<file path="config.mk">
export PLATFORM = sky130hd
export DESIGN_NAME = izh_state_bank
export DESIGN_NICKNAME = d
export VERILOG_FILES = /design/src/rtl/izh_pkg.sv /design/src/rtl/izh_state_mem.sv /design/src/rtl/izh_state_bank.sv
export SDC_FILE = /design/constraint.sdc
export NUM_CORES = 1
export LEC_CHECK = 0
export ABC_AREA = 0
export CORE_MARGIN = 3
export CORE_UTILIZATION = 45
export DETAILED_ROUTE_END_ITERATION = 10
export HOLD_SLACK_MARGIN = 0.03
export PLACE_DENSITY = 0.68
export SLEW_MARGIN = 10
export SYNTH_ARGS = -nofsm -noshare
export SYNTH_HDL_FRONTEND = slang
export SYNTH_HIERARCHICAL = 1
export SYNTH_SLANG_ARGS = --single-unit
</file>
<file path="constraint.sdc">
create_clock -name clk -period 6 [get_ports clk]
set_input_delay 0.9 -clock clk [delete_from_list [all_inputs] [get_ports clk]]
set_output_delay 0.9 -clock clk [all_outputs]
set_load 0.01 [all_outputs]
</file>
<file path="src/rtl/izh_pkg.sv">
// Shared constants and types for the Izhikevich v/u state bank.
// Latency: n/a (types and constants only).
// Backpressure: n/a.
//
// Q8.8 number format, resting-state constants, the {v,u} state word and the
// init-sweep FSM states. Optional build macro: IZH_STATE_PARITY_EN adds two
// even-parity bits to every stored word.
package izh_pkg;

    localparam int IZH_NUM_WIDTH = 17;
    localparam int IZH_FRAC_BITS = 8;

    // Resting state: v = -65.0, u = b*v = 0.2 * -65 = -13.0 (Q8.8).
    localparam int IZH_V_INIT = -(65 <<< IZH_FRAC_BITS);
    localparam int IZH_U_INIT = -(13 <<< IZH_FRAC_BITS);

`ifdef IZH_STATE_PARITY_EN
    localparam int IZH_PAR_BITS = 2;
`else
    localparam int IZH_PAR_BITS = 0;
`endif

    typedef struct packed {
        logic [IZH_NUM_WIDTH-1:0] v;
        logic [IZH_NUM_WIDTH-1:0] u;
    } izh_state_t;

    typedef enum logic [0:0] {
        INIT = 1'b0,
        RUN  = 1'b1
    } izh_fsm_e;

endpackage

</file>
<file path="src/rtl/izh_state_mem.sv">
// Simple dual-port state array: one write port, one registered read port.
// Latency: read data valid one cycle after re_i; write lands at the edge.
// Backpressure: none; both ports accept every cycle.
//
// Ports: clk; we_i/waddr_i/wdata_i write port; re_i/raddr_i read port;
// rdata_o registered read data (holds when re_i is low).
// Storage and read register are deliberately not reset. The word width
// includes parity bits when IZH_STATE_PARITY_EN is defined.
module izh_state_mem
    import izh_pkg::*;
#(
    parameter  int NUM_WIDTH = IZH_NUM_WIDTH,
    parameter  int DEPTH     = 4,
    localparam int AW        = $clog2(DEPTH),
    localparam int WORD_W    = 2*NUM_WIDTH + IZH_PAR_BITS
) (
    input  logic              clk,
    input  logic              we_i,
    input  logic [AW-1:0]     waddr_i,
    input  logic [WORD_W-1:0] wdata_i,
    input  logic              re_i,
    input  logic [AW-1:0]     raddr_i,
    output logic [WORD_W-1:0] rdata_o
);

    logic [WORD_W-1:0] mem_q [DEPTH];
    logic [WORD_W-1:0] rdata_q;

    // Read-before-write on a same-address collision; the top-level bypass
    // supplies write-first behaviour.
    always_ff @(posedge clk) begin
        if (we_i) begin
            mem_q[waddr_i] <= wdata_i;
        end
        if (re_i) begin
            rdata_q <= mem_q[raddr_i];
        end
    end

    assign rdata_o = rdata_q;

endmodule

</file>
<file path="src/rtl/izh_state_bank.sv">
// v/u state store for the Izhikevich update pipeline, one entry per neuron tag.
// Latency: read 1 cycle (rd_en at edge t -> rd_valid/v_out/u_out after t).
// Backpressure: none; rd_en/wr_en ignored while ready=0 (init sweep).
//
// Ports: clk, asyn_reset (async, active-high), clr (sync soft clear),
// ready; read port rd_en/rd_tag -> rd_valid/v_out/u_out; write port
// wr_en/wr_tag/v_new/u_new. With IZH_STATE_PARITY_EN defined an extra
// par_err output flags a stored-parity mismatch on a read.
module izh_state_bank
    import izh_pkg::*;
#(
    parameter  int                   NUM_WIDTH   = IZH_NUM_WIDTH,
    parameter  int                   NUM_NEURONS = 4,
    parameter  logic [NUM_WIDTH-1:0] V_INIT      = NUM_WIDTH'(IZH_V_INIT),
    parameter  logic [NUM_WIDTH-1:0] U_INIT      = NUM_WIDTH'(IZH_U_INIT),
    localparam int                   TAG_BITS    = $clog2(NUM_NEURONS)
) (
    input  logic                 clk,
    input  logic                 asyn_reset,
    input  logic                 clr,
    output logic                 ready,
    input  logic                 rd_en,
    input  logic [TAG_BITS-1:0]  rd_tag,
    output logic                 rd_valid,
    output logic [NUM_WIDTH-1:0] v_out,
    output logic [NUM_WIDTH-1:0] u_out,
    input  logic                 wr_en,
    input  logic [TAG_BITS-1:0]  wr_tag,
    input  logic [NUM_WIDTH-1:0] v_new,
    input  logic [NUM_WIDTH-1:0] u_new
`ifdef IZH_STATE_PARITY_EN
    ,
    output logic                 par_err
`endif
);

    localparam int WORD_W = 2*NUM_WIDTH + IZH_PAR_BITS;
    localparam logic [TAG_BITS-1:0] LAST_TAG = TAG_BITS'(NUM_NEURONS - 1);

    function automatic logic [WORD_W-1:0] pack_word(input logic [NUM_WIDTH-1:0] v,
                                                    input logic [NUM_WIDTH-1:0] u);
`ifdef IZH_STATE_PARITY_EN
        return {^v, ^u, v, u};
`else
        return {v, u};
`endif
    endfunction

    izh_fsm_e               state_q;
    logic [TAG_BITS-1:0]    cnt_q;
    logic                   rd_valid_q;
    logic                   have_q;     // at least one read since reset
    logic                   byp_q;      // last read was served by the bypass
    logic [NUM_WIDTH-1:0]   byp_v_q;
    logic [NUM_WIDTH-1:0]   byp_u_q;

    logic                   mem_we;
    logic [TAG_BITS-1:0]    mem_waddr;
    logic [WORD_W-1:0]      mem_wdata;
    logic [WORD_W-1:0]      mem_rdata;
    logic                   rd_go;
    logic                   wr_go;
    logic                   byp_hit;
    logic [NUM_WIDTH-1:0]   mem_v;
    logic [NUM_WIDTH-1:0]   mem_u;

    // clr wins over both ports; ready is only high in RUN.
    assign ready   = (state_q == RUN);
    assign rd_go   = ready && rd_en && !clr;
    assign wr_go   = ready && wr_en && !clr;
    assign byp_hit = rd_go && wr_go && (rd_tag == wr_tag);

    always_comb begin
        mem_we    = 1'b0;
        mem_waddr = wr_tag;
        mem_wdata = pack_word(v_new, u_new);
        if (state_q == INIT) begin
            // A clr during the sweep restarts it; no entry written that cycle.
            if (!clr) begin
                mem_we    = 1'b1;
                mem_waddr = cnt_q;
                mem_wdata = pack_word(V_INIT, U_INIT);
            end
        end else if (wr_go) begin
            mem_we = 1'b1;
        end
    end

    izh_state_mem #(
        .NUM_WIDTH (NUM_WIDTH),
        .DEPTH     (NUM_NEURONS)
    ) u_mem (
        .clk     (clk),
        .we_i    (mem_we),
        .waddr_i (mem_waddr),
        .wdata_i (mem_wdata),
        .re_i    (rd_go),
        .raddr_i (rd_tag),
        .rdata_o (mem_rdata)
    );

    always_ff @(posedge clk or posedge asyn_reset) begin
        if (asyn_reset) begin
            state_q    <= INIT;
            cnt_q      <= '0;
            rd_valid_q <= 1'b0;
            have_q     <= 1'b0;
            byp_q      <= 1'b0;
            byp_v_q    <= '0;
            byp_u_q    <= '0;
        end else begin
            rd_valid_q <= rd_go;
            if (rd_go) begin
                have_q <= 1'b1;
                byp_q  <= byp_hit;
                if (byp_hit) begin
                    byp_v_q <= v_new;
                    byp_u_q <= u_new;
                end
            end
            case (state_q)
                INIT: begin
                    if (clr) begin
                        cnt_q <= '0;
                    end else if (cnt_q == LAST_TAG) begin
                        cnt_q   <= '0;
                        state_q <= RUN;
                    end else begin
                        cnt_q <= cnt_q + 1'b1;
                    end
                end
                RUN: begin
                    if (clr) begin
                        cnt_q   <= '0;
                        state_q <= INIT;
                    end
                end
                default: state_q <= INIT;
            endcase
        end
    end

    assign mem_v = mem_rdata[2*NUM_WIDTH-1:NUM_WIDTH];
    assign mem_u = mem_rdata[NUM_WIDTH-1:0];

    // Outputs read 0 until the first read after reset, since the memory read
    // register itself has no reset; afterwards they hold the last read.
    assign rd_valid = rd_valid_q;
    assign v_out    = !have_q ? '0 : (byp_q ? byp_v_q : mem_v);
    assign u_out    = !have_q ? '0 : (byp_q ? byp_u_q : mem_u);

`ifdef IZH_STATE_PARITY_EN
    // Bypassed data never touched the array, so it cannot carry an error.
    assign par_err = rd_valid_q && !byp_q &&
                     ((^mem_v != mem_rdata[2*NUM_WIDTH+1]) ||
                      (^mem_u != mem_rdata[2*NUM_WIDTH]));
`endif

endmodule

</file>
Word level (Yosys, flattened, before mapping):

Memory sizes are Yosys's and may differ from the RTL's. A register that Yosys moved wholly into a read port is not among the register bits.
Index checks and enable logic that the tools add are counted.

* add/subtract/negate cells: 1
* eq/ne operators: 3
* mux-type cells: 20
* bitwise logic cells: 1
* reductions and logical operators: 8

Operator list (number)
* $mux 17: 4
* $mux 34: 2
* $mux 2: 5
* $mux 1: 7
* $logic_and 1x1->1: 6
* $pmux 2 s2: 1
* $add 2x1->2 const B: 1
* $eq 2x2->1: 1
* $eq 2x2->1 const B: 1
* $ne 2x2->1 const B: 1
* $pmux 1 s2: 1
* $reduce_and 2->1: 1
* $logic_not 1->1: 1
* $not 1->1: 1

* flip-flop bits (word level): 40
* RAM bits: 136
* input port bits: 43
* output and inout port bits: 36
* logic and storage cells: 41
* memories: 1

Memory list
* u_mem.mem_q: depth 4, bits a word 34, read ports 1, clocked after memory_dff 1, write ports 1, RTL line izh_state_mem.sv:26 `logic [WORD_W-1:0] mem_q [DEPTH];`

Longest topological paths before layout:

Gate-level depths: netlist of the first run.

* depth after elaboration: 6
* gate-level depth with buffers: 5
* depth with buffers taken out: 3

Hierarchy:

The synthesis of the first run kept the hierarchy.

By module, submodules not included
* izh_state_mem: times used 1, cells an instance 216, area an instance 6007.0 um^2, sequential area each 5104.9 um^2
* izh_state_bank: times used 1, cells an instance 210, area an instance 2391.0 um^2, sequential area each 1001.0 um^2

Worst setup path after synthesis of the first run:

Ideal clock, no wire load.

* kind: input -> register
* start point: input clr
* end point: memory u_mem/mem_q[0][0] in the netlist's numbering, enable pin
* setup time: 0.475 ns
* arrival: 4.187 ns
* required time: 5.525 ns
* slack: 1.339 ns
* cell stages on the path: 3
* path buffers: 0
* path through: nor2_1 > mux2_2 > nor3b_1

* elaborated cells on any way between the ends: 9
* classes of those cells: 7 x mux; 2 x reduce/logical

RTL lines
* start, declared: RTL line izh_state_bank.sv:20 `input logic clr,`
* $mux 2: RTL line izh_state_bank.sv:79 `if (!clr) begin`
* $mux 2: RTL line izh_state_bank.sv:77 `if (state_q == INIT) begin`
* net mem_waddr[1]: RTL line izh_state_bank.sv:58 `logic [TAG_BITS-1:0] mem_waddr;`
* end, declared: RTL line izh_state_mem.sv:26

The timed path passes the listed nets, and every way through them passes these cells.

Worst setup path in the final report of the first run:

* start point: input clr
* end point: memory u_mem/mem_q[0][15] in the netlist's numbering, enable pin

The elaborated chain is that of the path after synthesis.

==> results.ini, run 1 <==
[outcome]
status=finished clean

[synthesis]
synthArstFlopShare=0.190
synth_top_cell_area_share=0.608
synth-edff-count=170
avgSynthCellArea_um2=19.7
synth_top_cell_by_area=edfxtp_1
synthTopCellsByCount=170 x edfxtp_1, 53 x nor2b_1, 40 x dfrtp_1, 35 x mux2i_1, 33 x mux2_2
syn_nets=470
synthMostInstantiatedCell=edfxtp_1
syn_inst=426
ys_ff_latch=210
yosys_warnings=6
synth_area_leaders=edfxtp_1 61%, dfrtp_1 12%, mux4_2 8.0%
syn-cell-area_um2=8400
ys_seq_area_frac=0.727
synth_ff_type=edfxtp_1
synth.distinct_cells=25

[power]
cellPowerDensity_nw_per_um2=356
p_total_mw=3.56
vdd_ir_drop_max_mv=0.200
p_leak_nw=3.50

[clock_network]
cts_made_buffers=21
clock_latency_ns=0.50
post-cts-setup-buffers=0
cts_hold_buf=0
cts.reportedPaths.clkPinSlew_ns=0.06
cts.sinks=210
clockBufferDepth=3
cts_tree=built
h-tree-depth=1
cts.repair.resized=0
cts-root-buf=clkbuf_16

[critical_path]
crit_end=u_mem/mem_q[0][15]
cp_max_fo=36
crit_start=clr
crit_type=in -> reg
r2r-end=u_mem/mem_q[0][15]
arrival_ns=3.88
cp-start-kind=primary input
rr_startpoint=ready
reg2reg_depth=4
cp-end-kind=register
reg2reg_setup_slack_ns=2.71
worstPathRequired_ns=6.18

[final_layout]
fin_util=0.551
drive_gt1_frac=0.237
synthToLayoutAreaGrowth_pct=19.1
diodes=0
seqCellArea_um2=6110
fill_cells=1371
fin_cells=752
final_cell_area_um2=10000
multi_input_area_um2=2130
fin_nets=552

[hold_path]
hp-class=reg -> reg

[routing]
vias=4030
drt_first_pass_iters=4
avgViaCountPerCell=5.36
ant_nets=0
drt-total-wl_um=15800
post_drt_wl_per_cell_um=21.0
drc=0
drtIter0Drc=335

[global_routing]
grt_pass1_wl_um=25000
overflow=0
antenna_found_initial=0
grt.total_usage=0.159
grt_max_degree=41
grt_pass1_vias=4371

[timing]
finalWorstSetupSlack_ns=2.30
timing.hold.ws_ns=0.494
relSlewSlack=0.203
fin_setup_tns_ns=0
drv_slew=0
clock_skew_ns=0.0186
worst_pin_slew_ns=1.20
timing.fmax_mhz=270
period_minus_slack_ns=3.70
period_share=0.617
hold_viol_final=0
setup_viol=0
rsz0062_at_grt=false

[floorplan]
coreArea_um2=18100
initial_core_util=0.463
ios=79
die_w_um=143
dieArea_um2=20300
fp.dieH_um=143
rows=49

[placement]
gp_congestion=0.673
dp_slack_ns=1.75
hpwl_um=9130
port_buffers=78
place_area_um2=9340
placed_cells=714

[job]
maxCapViolCount=0

[routing by layer]
layer | up-vias | GRT usage | routed length [um]
li1 | 1810 | - | -
met4 | 0 | 0.0490 | 414
met5 | - | 0 | 0
met1 | 2066 | 0.221 | 6590
met2 | 124 | 0.258 | 7950
met3 | 30 | 0.0278 | 850
[registers in the layout, summed over array words and instances, names as in the netlist]
signal	count
byp_q	1
ready	1
cnt_q	2
have_q	1
byp_v_q	17
rd_valid	1
byp_u_q	17
u_mem/mem_q	136
u_mem/rdata_o	34
[power breakdown]
group / internal [mW] / switching [mW] / leakage, nW
logic: 0.298 / 0.213 / 1.08
registers: 1.71 / 0.0974 / 2.09
clock network: 0.736 / 0.507 / 0.327
total: 2.74 / 0.818 / 3.50
[worst min path at each step]
| stage | from | end | slack (ns) | cells after the start |
|---|---|---|---|---|
| after floorplan | byp_u_q[12] | byp_u_q[12] | 0.46 | 1 |
| after global placement | byp_v_q[9] | byp_v_q[9] | 0.47 | 1 |
| after detailed placement | byp_v_q[9] | byp_v_q[9] | 0.48 | 1 |
| after CTS | byp_v_q[9] | byp_v_q[9] | 0.49 | 1 |
| after global routing | byp_u_q[12] | byp_u_q[12] | 0.52 | 1 |
| final | byp_v_q[9] | byp_v_q[9] | 0.49 | 1 |
[cell usage in the layout (no fill, tap or decap), types with 4 or more instances in the layout]
cell,instances
clkdlybuf4s50_1,76
mux4_2,30
clkbuf_1,8
nor2b_1,53
mux4_1,4
nor2_1,4
or2_2,15
clkbuf_16,21
dfrtp_1,38
mux2_2,33
edfxtp_1,170
clkbuf_8,7
mux2i_1,35
[kinds of logic (layout without fill, tap and decap cells)]
family / count (synthesis) / count (layout) / share of synthesized area
flops: 210 / 210 / 0.727
mux: 105 / 105 / 0.183
simple gates: 80 / 80 / 0.0623
buf+inv: 25 / 122 / 0.0216
xor+xnor: 3 / 3 / 0.00313
compound gates: 2 / 2 / 0.00149
fa+ha+maj: 1 / 1 / 0.00149
[area by class of cell]
type                       count  share of cell area
clock buffer                  36              0.0652
clock inverter                 2             0.00138
inverter                       3             0.00113
multi-input combinational    191               0.213
sequential                   210               0.611
tap                          229              0.0286
timing repair buffer          81              0.0805
[worst max-delay path: stages]
cell	delay, ns
clkdlybuf4s50_1	0.53
nor2_4	0.76
mux2_2	0.46
nor3b_2	0.93
buf_12	0.29
No activity file was read; power rests on OpenSTA's default activity.
==> run 2, diff against run 1 <==
==> constraint.sdc (replaced) <==
create_clock -name clk -period 3.8 [get_ports clk]
set_input_delay 0.57 -clock clk [delete_from_list [all_inputs] [get_ports clk]]
set_output_delay 0.57 -clock clk [all_outputs]
set_load 0.01 [all_outputs]
==> results.ini, run 2 (synthesis gave the netlist of run 1 again) <==
[timing]
setup_viol=0  ; unchanged
period_share=0.776
fin_setup_tns_ns=0  ; unchanged
finalWorstSetupSlack_ns=0.853  ; was 2.30 ns
period_minus_slack_ns=2.95
drv_slew=0  ; unchanged
relSlewSlack=0.339  ; was 0.203
clock_skew_ns=0.0115  ; was 0.0186 ns
hold_viol_final=0  ; unchanged
worst_pin_slew_ns=0.991  ; was 1.20 ns
rsz0062_at_grt=false  ; unchanged
timing.fmax_mhz=339

[placement]
placed_cells=725  ; was 714
gp_congestion=0.771  ; was 0.673
dp_slack_ns=0.729  ; was 1.75 ns
hpwl_um=9640  ; was 9130 um
port_buffers=78  ; unchanged

[floorplan]
dieArea_um2=20300  ; unchanged
ios=79  ; unchanged
coreArea_um2=18100  ; unchanged
rows=49  ; unchanged
initial_core_util=0.463  ; unchanged
fp.dieH_um=143  ; unchanged
die_w_um=143  ; unchanged

[routing]
vias=4099  ; was 4030
drt_first_pass_iters=4  ; unchanged
drt-total-wl_um=16000  ; was 15800 um
ant_nets=0  ; unchanged
post_drt_wl_per_cell_um=20.9  ; was 21.0 um
drc=0  ; unchanged
drtIter0Drc=210  ; was 335
avgViaCountPerCell=5.36  ; about the same

[global_routing]
grt.total_usage=0.160  ; was 0.159
grt_pass1_vias=4490  ; was 4371
grt_max_degree=41  ; unchanged
use_met2=0.277  ; was 0.258
overflow=0  ; unchanged
top_usage_layer=met2  ; unchanged
grt_pass1_wl_um=25000  ; about the same
met3_usage=0.0328  ; was 0.0278
antenna_found_initial=0  ; unchanged
grt_use_met1=0.210  ; was 0.221

[critical_path]
cp-start-kind=register  ; was primary input
crit_type=reg -> out  ; was in -> reg
arrival_ns=2.38  ; was 3.88 ns
worstPathRequired_ns=3.23  ; was 6.18 ns
crit_slowest_cell=dfrtp_2  ; was nor3b_2
cp.buffers_inverters=2  ; unchanged
cpLargestDelayFamily=buffers and inverters  ; was simple AND/OR/NAND/NOR gates
slowest_delay_ns=0.64  ; was 0.93 ns
cp-end-kind=output pin  ; was register
cp_max_fo=14  ; was 36
path_cells=buf_4 > mux2i_1 > nor2b_1 > clkdlybuf4s50_1  ; was clkdlybuf4s50_1 > nor2_4 > mux2_2 > nor3b_2 > buf_12

[clock_network]
cts_tree=built  ; unchanged
post-cts-setup-buffers=0  ; unchanged
clock_latency_ns=0.49  ; was 0.50 ns
cts.repair.resized=0  ; unchanged
cts-root-buf=clkbuf_16  ; unchanged
cts.sinks=210  ; unchanged
cts_made_buffers=22  ; was 21
h-tree-depth=1  ; unchanged
cts.reportedPaths.clkPinSlew_ns=0.06  ; about the same
clockBufferDepth=3  ; unchanged
cts_hold_buf=0  ; unchanged

[final_layout]
diodes=0  ; unchanged
largest_reg_flops=136  ; unchanged
drive_gt1_frac=0.248  ; was 0.237
fin_cells=765  ; was 752
final_common_cell=edfxtp_1  ; unchanged
fin_nets=564  ; was 552
synthToLayoutAreaGrowth_pct=20.6  ; was 19.1%
final_cell_mix=170 x edfxtp_1, 76 x clkdlybuf4s50_1, 53 x nor2b_1, 39 x dfrtp_1, 35 x mux2i_1  ; was 170 x edfxtp_1, 76 x clkdlybuf4s50_1, 53 x nor2b_1, 38 x dfrtp_1, 35 x mux2i_1
max_flop_register=u_mem/mem_q  ; unchanged
fill_cells=1375  ; was 1371

[power]
p_leak_nw=3.57  ; was 3.50 nW
vdd_ir_drop_max_mv=0.356  ; was 0.200 mV
cellPowerDensity_nw_per_um2=562  ; was 356 nW/um2

[hold_path]
hp-class=reg -> reg  ; unchanged

[job]
maxCapViolCount=0  ; unchanged

[outcome]
status=finished clean  ; unchanged

## run 2: cell types whose count changed in the layout (fill, tap and decap cells not counted), sizes merged
cell,delta
buf,+11
clkbuf,+3
inv,-1
## run 2: final cells by class
| type | instances | area [um2] | area share |
|---|---|---|---|
| Multi-Input combinational cell | 191 | 2130 | 0.211 |
| Clock inverter | 1 | 5.00 | 0.000494 |
| Timing Repair Buffer | 92 | 901 | 0.0889 |
| Inverter | 3 | 11.3 | 0.00111 |
| Tap cell | 229 | 287 | 0.0283 |
| Sequential cell | 210 | 6110 | 0.603 |
| Clock buffer | 39 | 686 | 0.0677 |
## run 2: routing by layer
layer | share of wire | wire length, um
met1 | 0.42 | 6710
met2 | 0.52 | 8250
met3 | 0.049 | 790
met4 | 0.015 | 239
met5 | 0 | 0
## run 2: final timing paths
path	from	end	slack [ns]	depth (start not counted)
worst max-delay path	byp_q	v_out[15]	0.85	4
worst min-delay path	byp_v_q[9]	byp_v_q[9]	0.49	1
worst max register to register	ready	u_mem/mem_q[1][0]	1.33	5
worst min register to register	byp_v_q[9]	byp_v_q[9]	0.49	1
max in group asynchronous	asyn_reset	byp_q	2.48	2
min in group asynchronous	asyn_reset	byp_u_q[10]	0.64	2
## run 2: report_power, final
part           total, mW  switching [mW]  internal (mW)
clock network       2.00           0.792           1.21
registers           2.79          0.0942           2.70
logic              0.899           0.410          0.489
total               5.69            1.30           4.40
## run 2: through the flow
step                power, mW  hold slack [ns]  utilization  cell area [um2]
floorplan                3.30            0.458            -             8400
CTS                      5.76            0.491        0.558            10100
detailed placement       3.75            0.478        0.520             9440
global placement         3.72            0.469        0.520             9440
global route             5.93            0.514        0.558            10100
finish                   5.69            0.487        0.558            10100
